`src/rtl/adc_framer_pkg.sv`:
```
// ----------------------------------------------------------------------------
// adc_framer_pkg
// Shared definitions for the ADC-to-UART framer: FSM state type, frame
// geometry and the default sync byte.
//
// Build option: define FRAMER_CHECKSUM_EN to append an XOR checksum byte,
// which makes the frame six bytes long instead of five.
// ----------------------------------------------------------------------------
package adc_framer_pkg;

  typedef enum logic {
    IDLE = 1'b0,
    SEND = 1'b1
  } state_t;

  localparam int         FRAME_LEN_BASE    = 5;
  localparam logic [7:0] SYNC_BYTE_DEFAULT = 8'hA5;

`ifdef FRAMER_CHECKSUM_EN
  localparam int FRAME_LEN = FRAME_LEN_BASE + 1;
`else
  localparam int FRAME_LEN = FRAME_LEN_BASE;
`endif

  // Index of the final byte of a frame (the byte index is 3 bits wide).
  localparam logic [2:0] LAST_IDX = 3'(FRAME_LEN - 1);

endpackage

```
`src/rtl/framer_decimator.sv`:
```
// ----------------------------------------------------------------------------
// framer_decimator
// Counts qualifying samples and raises a one-cycle capture tick on every
// DECIMATION-th one. The tick is combinational so that the framer can latch
// the very sample that produced it.
//
// Ports:
//   i_clock    system clock (rising edge)
//   i_reset    synchronous active-high reset
//   i_qualify  a qualifying sample is present this cycle
//   o_tick     capture tick, valid in the same cycle as the sample
// ----------------------------------------------------------------------------
module framer_decimator #(
  parameter int DECIMATION = 1000
) (
  input  logic i_clock,
  input  logic i_reset,
  input  logic i_qualify,
  output logic o_tick
);

  localparam logic [15:0] TERMINAL = 16'(DECIMATION - 1);

  logic [15:0] r_count;

  assign o_tick = i_qualify && (r_count == TERMINAL);

  // NOTE: sequential state is written with <= so every register in the
  // design samples pre-edge values regardless of block ordering.
  always_ff @(posedge i_clock) begin
    if (i_reset) begin
      r_count <= '0;
    end else if (i_qualify) begin
      r_count <= o_tick ? 16'd0 : r_count + 16'd1;
    end
  end

endmodule

```
`src/rtl/adc_uart_framer.sv`:
```
// ----------------------------------------------------------------------------
// adc_uart_framer
// Decimates a stream of dual-channel ADC samples and serialises each chosen
// pair as a byte frame for a UART transmitter:
//   SYNC_BYTE, ch1[15:8], ch1[7:0], ch2[15:8], ch2[7:0] [, checksum]
// A capture tick that arrives while a frame is still in flight is counted in
// o_drop_count (saturating) instead of being framed.
//
// Build option: FRAMER_CHECKSUM_EN adds a sixth byte, the XOR of the four
// data bytes.
//
// Ports:
//   i_clock         system clock (rising edge)
//   i_reset         synchronous active-high reset
//   i_enable        framing permitted; gates new captures only
//   i_sample_valid  i_ch1_data / i_ch2_data carry a new pair
//   i_ch1_data      channel 1 sample
//   i_ch2_data      channel 2 sample
//   o_tx_data       byte offered to the UART
//   o_tx_valid      o_tx_data is valid
//   i_tx_ready      UART accepts the byte this cycle
//   o_busy          a frame is in flight
//   o_drop_count    decimated samples lost to an in-flight frame
// ----------------------------------------------------------------------------
module adc_uart_framer
  import adc_framer_pkg::*;
#(
  parameter int         DECIMATION = 1000,
  parameter logic [7:0] SYNC_BYTE  = SYNC_BYTE_DEFAULT
) (
  input  logic        i_clock,
  input  logic        i_reset,
  input  logic        i_enable,
  input  logic        i_sample_valid,
  input  logic [15:0] i_ch1_data,
  input  logic [15:0] i_ch2_data,
  output logic [7:0]  o_tx_data,
  output logic        o_tx_valid,
  input  logic        i_tx_ready,
  output logic        o_busy,
  output logic [15:0] o_drop_count
);

  state_t      r_state;
  logic [2:0]  r_byte_idx;
  logic [15:0] r_ch1;
  logic [15:0] r_ch2;

  logic        w_qualify;
  logic        w_tick;
  logic [2:0]  w_next_idx;

  assign w_qualify  = i_sample_valid & i_enable;
  assign w_next_idx = r_byte_idx + 3'd1;

  framer_decimator #(
    .DECIMATION (DECIMATION)
  ) u_decimator (
    .i_clock   (i_clock),
    .i_reset   (i_reset),
    .i_qualify (w_qualify),
    .o_tick    (w_tick)
  );

  // Byte at position idx of the frame built from the latched pair.
  function automatic logic [7:0] frame_byte(input logic [2:0]  idx,
                                            input logic [15:0] ch1,
                                            input logic [15:0] ch2);
    case (idx)
      3'd0:    frame_byte = SYNC_BYTE;
      3'd1:    frame_byte = ch1[15:8];
      3'd2:    frame_byte = ch1[7:0];
      3'd3:    frame_byte = ch2[15:8];
      3'd4:    frame_byte = ch2[7:0];
`ifdef FRAMER_CHECKSUM_EN
      3'd5:    frame_byte = ch1[15:8] ^ ch1[7:0] ^ ch2[15:8] ^ ch2[7:0];
`endif
      // NOTE: the default arm keeps every selector value assigned, so no
      // latch can be inferred when this is used in combinational context.
      default: frame_byte = 8'h00;
    endcase
  endfunction

  // Outputs are registered: the next byte is looked up one index ahead so
  // o_tx_data changes only on an accepted handshake and holds during stalls.
  always_ff @(posedge i_clock) begin
    if (i_reset) begin
      r_state      <= IDLE;
      r_byte_idx   <= '0;
      r_ch1        <= '0;
      r_ch2        <= '0;
      o_tx_data    <= '0;
      o_tx_valid   <= 1'b0;
      o_busy       <= 1'b0;
      o_drop_count <= '0;
    end else begin
      // A tick in the cycle the last byte is accepted is still a drop:
      // the state has not yet returned to IDLE.
      if (w_tick && (r_state != IDLE) && (o_drop_count != 16'hFFFF)) begin
        o_drop_count <= o_drop_count + 16'd1;
      end

      case (r_state)
        IDLE: begin
          if (w_tick) begin
            r_ch1      <= i_ch1_data;
            r_ch2      <= i_ch2_data;
            r_byte_idx <= '0;
            o_tx_data  <= SYNC_BYTE;
            o_tx_valid <= 1'b1;
            o_busy     <= 1'b1;
            r_state    <= SEND;
          end
        end
        SEND: begin
          if (i_tx_ready) begin
            if (r_byte_idx == LAST_IDX) begin
              r_byte_idx <= '0;
              o_tx_data  <= '0;
              o_tx_valid <= 1'b0;
              o_busy     <= 1'b0;
              r_state    <= IDLE;
            end else begin
              r_byte_idx <= w_next_idx;
              o_tx_data  <= frame_byte(w_next_idx, r_ch1, r_ch2);
            end
          end
        end
        default: r_state <= IDLE;
      endcase
    end
  end

endmodule

```
`config.mk`:
```
export PLATFORM = sky130hd
export DESIGN_NAME = adc_uart_framer
export DESIGN_NICKNAME = d
export VERILOG_FILES = /design/src/rtl/adc_framer_pkg.sv /design/src/rtl/framer_decimator.sv /design/src/rtl/adc_uart_framer.sv
export SDC_FILE = /design/constraint.sdc
export NUM_CORES = 1
export LEC_CHECK = 0
export ABC_CLOCK_PERIOD_IN_PS = 2790
export BUFFER_PORTS_ARGS = -buffer_cell sky130_fd_sc_hd__clkbuf_2
export CAP_MARGIN = 20
export CORE_MARGIN = 8
export CORE_UTILIZATION = 50
export CTS_CLUSTER_SIZE = 20
export DETAILED_ROUTE_END_ITERATION = 10
export GPL_TIMING_DRIVEN = 0
export PLACE_DENSITY = 0.73
export SLEW_MARGIN = 20
export SYNTH_ARGS = -nofsm -noshare
export SYNTH_HDL_FRONTEND = slang
export SYNTH_SLANG_ARGS = --single-unit
```
`constraint.sdc`:
```
create_clock -name i_clock -period 2.79 [get_ports i_clock]
set_input_delay 0.4185 -clock i_clock [delete_from_list [all_inputs] [get_ports i_clock]]
set_output_delay 0.4185 -clock i_clock [all_outputs]
set_load 0.005 [all_outputs]
```
==> reports/metrics.cfg <==
[final_layout]
final_common_cell=nand2_1
antenna_cells=0
nNetsFinal=545
n_fill_cell=623
layout_common_cells=nand2_1, dfxtp_1, clkbuf_2
drive_above_1_share_pct=17.6
stdcell_count=585
areaGrowthSynthToFinish_pct=18.1

[synth]
synth_simple_gate_area_share_pct=26.7
synth.avg_cell_area_um2=8.09
synth_top_family_by_area=simple AND/OR/NAND/NOR gates
synth_compound_area_share_pct=17.1
synthAdderAreaFrac_pct=2.53
synth.distinct_cells=45
ys_ff_latch=77
synth_nets=472
synthMuxAreaShare_pct=1.27
syn-instance-count=428
syn_area_mm2=0.00346
yosysSeqAreaShare_pct=44.5
yosysWarnings=0
synth_xor_area_share_pct=4.05

[critical_path]
startpoint_type=register
cpPeakStageDelay_ns=0.89
cp_data_arrival_time_ns=2.55
cp_data_required_time_ns=3.00
worstSetupPathType=reg2reg
worstPathMaxFanout=7
reg2reg_from=u_decimator.r_count[10]$_SDFFE_PP0P_
crit_chain=nor4_1 -> nand3_1 -> o31ai_1 -> o311a_1 -> nor3_1
reg2reg_slack_ns=0.45
ff2ff_path_depth=5
critPathSlowestCell=o31ai_1
r2r-end=r_byte_idx[2]$_SDFFE_PP0P_
crit_path_end_kind=register

[power]
clkPwrFrac_pct=44.2
power_frac_comb_pct=2.8
p_switching_w=0.000433
power_leakage_nw=1.49
ir_worst_vdd_mv=0.300
p_per_area_mw_per_mm2=508
p_seq_share_pct=53.0
p_total_w=0.00208
internal_power_w=0.00164
p_sw_share_pct=20.9

[cts]
clockBufferDepth=2
cts_tree=yes
h-tree-depth=3
cts_setup_buffers=0
cts_made_buffers=9
root_buffer=clkbuf_8
hold_buffers=0
clkLatencyLatePin_ns=0.34
ctsResizeCount=0
path_clk_slew_ns=0.08
numClockSinks=77

[routing]
wl_um=8670
drc=0
via_per_inst=5.64
ant_nets=0
drt_iter0_drc=208
wl_per_cell_um=14.8
vias=3299
first_pass_iters=7

[timing]
setup_viol=0
finalCriticalPeriod_ns=2.34
worst_slew_pin_slew_ns=0.994
drv_slew=0
period_share_pct=83.8
finClkSkew_ns=0.00756
grt_setup_unrepaired=no
final_hold_viol_count=0
fin_setup_tns_ns=0
setup_slack_ns=0.451
slew_headroom_pct=33.2
max_freq_mhz=428

[floorplan]
io_pins=63
initial_core_util_pct=51.2
fp.dieH_um=99.2
die_area_mm2=0.00984
core_area_mm2=0.00676
rows=30
dieWidth_um=99.2

[worst_hold_path]
min-delay-start=i_ch2_data[8]
whs_path_depth=3
min-delay-path-class=in2reg
worstHoldEndpoint=r_ch2[8]$_SDFFE_PP0P_

[run_status]
status=complete, no violations

[grt]
grt_usage_pct=17.7
antenna_found_initial=0
grt_pass1_wl_um=14300
overflow=0
grt_pass1_vias=3047
grt_max_degree=13

[place]
port_buffers=62
dp.cells=570
gp_congestion=0.874
dp_hpwl_um=6440
pre_cts_slack_ns=0.254

[run]
maxCapViolCount=0

-- state kept, by name (all words and copies together) (netlist names) --
register	count
o_drop_count	16
r_ch1	16
r_ch2	16
u_decimator.r_count	16
o_tx_data	8
r_byte_idx	3
o_busy	1
r_state	1
-- power groups by stage --
stage / Combinational (W) / Sequential (W) / Clock [W]
6_report: 0.0000574 / 0.00110 / 0.000917
5_1_grt: 0.0000627 / 0.00110 / 0.000979
3_5_place_dp: 0.0000575 / 0.00113 / 0
2_1_floorplan: 0.0000205 / 0.00113 / 0
4_1_cts: 0.0000578 / 0.00110 / 0.000932
3_3_place_gp: 0.0000558 / 0.00113 / 0
-- critical path, delay by kind of cell (launching register included) --
family | cells | cell delay, ns
flops | 1 | 0.36
simple gates | 3 | 0.67
compound gates | 2 | 1.19
-- through the flow --
| stage | hold WS [ns] | instance area [um^2] | util (%) |
|---|---|---|---|
| floorplan | 0.427 | 3460 | - |
| CTS | 0.275 | 4080 | 60.4 |
| global placement | 0.438 | 3870 | 57.3 |
| finish | 0.290 | 4090 | 60.5 |
| global route | 0.282 | 4090 | 60.5 |
| detailed placement | 0.444 | 3870 | 57.3 |
-- Yosys cell counts (all sizes together) --
cell type / number / share of area, %
nor3: 9 / 1.6
dfxtp: 77 / 45
clkbuf: 18 / 2.0
xor2: 11 / 2.8
a21boi: 1 / 0.22
nand2b: 2 / 0.36
nor4: 4 / 0.72
and4: 3 / 0.76
a41oi: 2 / 0.51
mux2i: 1 / 0.29
inv: 11 / 1.2
o2bb2ai: 1 / 0.25
o32ai: 4 / 1.0
a31oi: 9 / 1.6
nand3: 13 / 1.9
xnor2: 5 / 1.3
o21ai: 4 / 0.58
a32oi: 3 / 0.76
nor2: 35 / 3.8
a222oi: 5 / 1.4
a211oi: 4 / 1.0
mux2: 3 / 0.98
a21oi: 49 / 7.1
ha: 7 / 2.5
o21a: 2 / 0.43
nor2b: 2 / 0.36
o31ai: 5 / 1.1
nand2: 98 / 11
nand4: 10 / 2.2
or2: 1 / 0.18
o2111ai: 1 / 0.25
o311a: 1 / 0.29
nand3b: 2 / 0.43
and2: 1 / 0.18
a21bo: 1 / 0.29
buf: 5 / 0.65
o41ai: 1 / 0.25
or4: 7 / 1.7
or3: 3 / 0.54
and3: 7 / 1.3
-- final cells by class --
class	instances	area (um^2)	area share [%]
buffer	23	90.1	2.20
clock buffer	10	138	3.37
tap	80	100	2.45
inverter	11	41.3	1.01
clock inverter	5	75.1	1.84
sequential	77	1540	37.7
timing repair buffer	62	310	7.59
multi-input combinational	317	1790	43.8
-- how the worst max path moves through the flow --
stage	startpoint	endpoint	slack, ns
after floorplan	o_drop_count[0]$_SDFFE_PP0P_	o_drop_count[8]$_SDFFE_PP0P_	0.76
after global placement	u_decimator.r_count[10]$_SDFFE_PP0P_	r_ch2[15]$_SDFFE_PP0P_	0.22
after detailed placement	u_decimator.r_count[10]$_SDFFE_PP0P_	r_ch2[15]$_SDFFE_PP0P_	0.25
after CTS	u_decimator.r_count[10]$_SDFFE_PP0P_	r_ch2[15]$_SDFFE_PP0P_	0.23
after global routing	u_decimator.r_count[10]$_SDFFE_PP0P_	r_ch2[0]$_SDFFE_PP0P_	0.26
final	u_decimator.r_count[10]$_SDFFE_PP0P_	r_byte_idx[2]$_SDFFE_PP0P_	0.45
-- kinds of logic after synthesis --
logic type	Yosys count
AO/OA/AOI/OAI	93
multiplexers	4
adder cells (fa/ha/maj)	7
flip-flops	77
buffers and inverters	34
AND/OR/NAND/NOR	197
XOR/XNOR	16
-- layer usage --
layer  GRT usage [%]  share of wire, %  wire, um
met1            22.4                45      3890
met2            28.5                47      4110
met3            4.54               6.0       522
met4            6.52               1.6       140
met5               0                 0         0
Note: power is estimated with default switching activity, not from simulation.
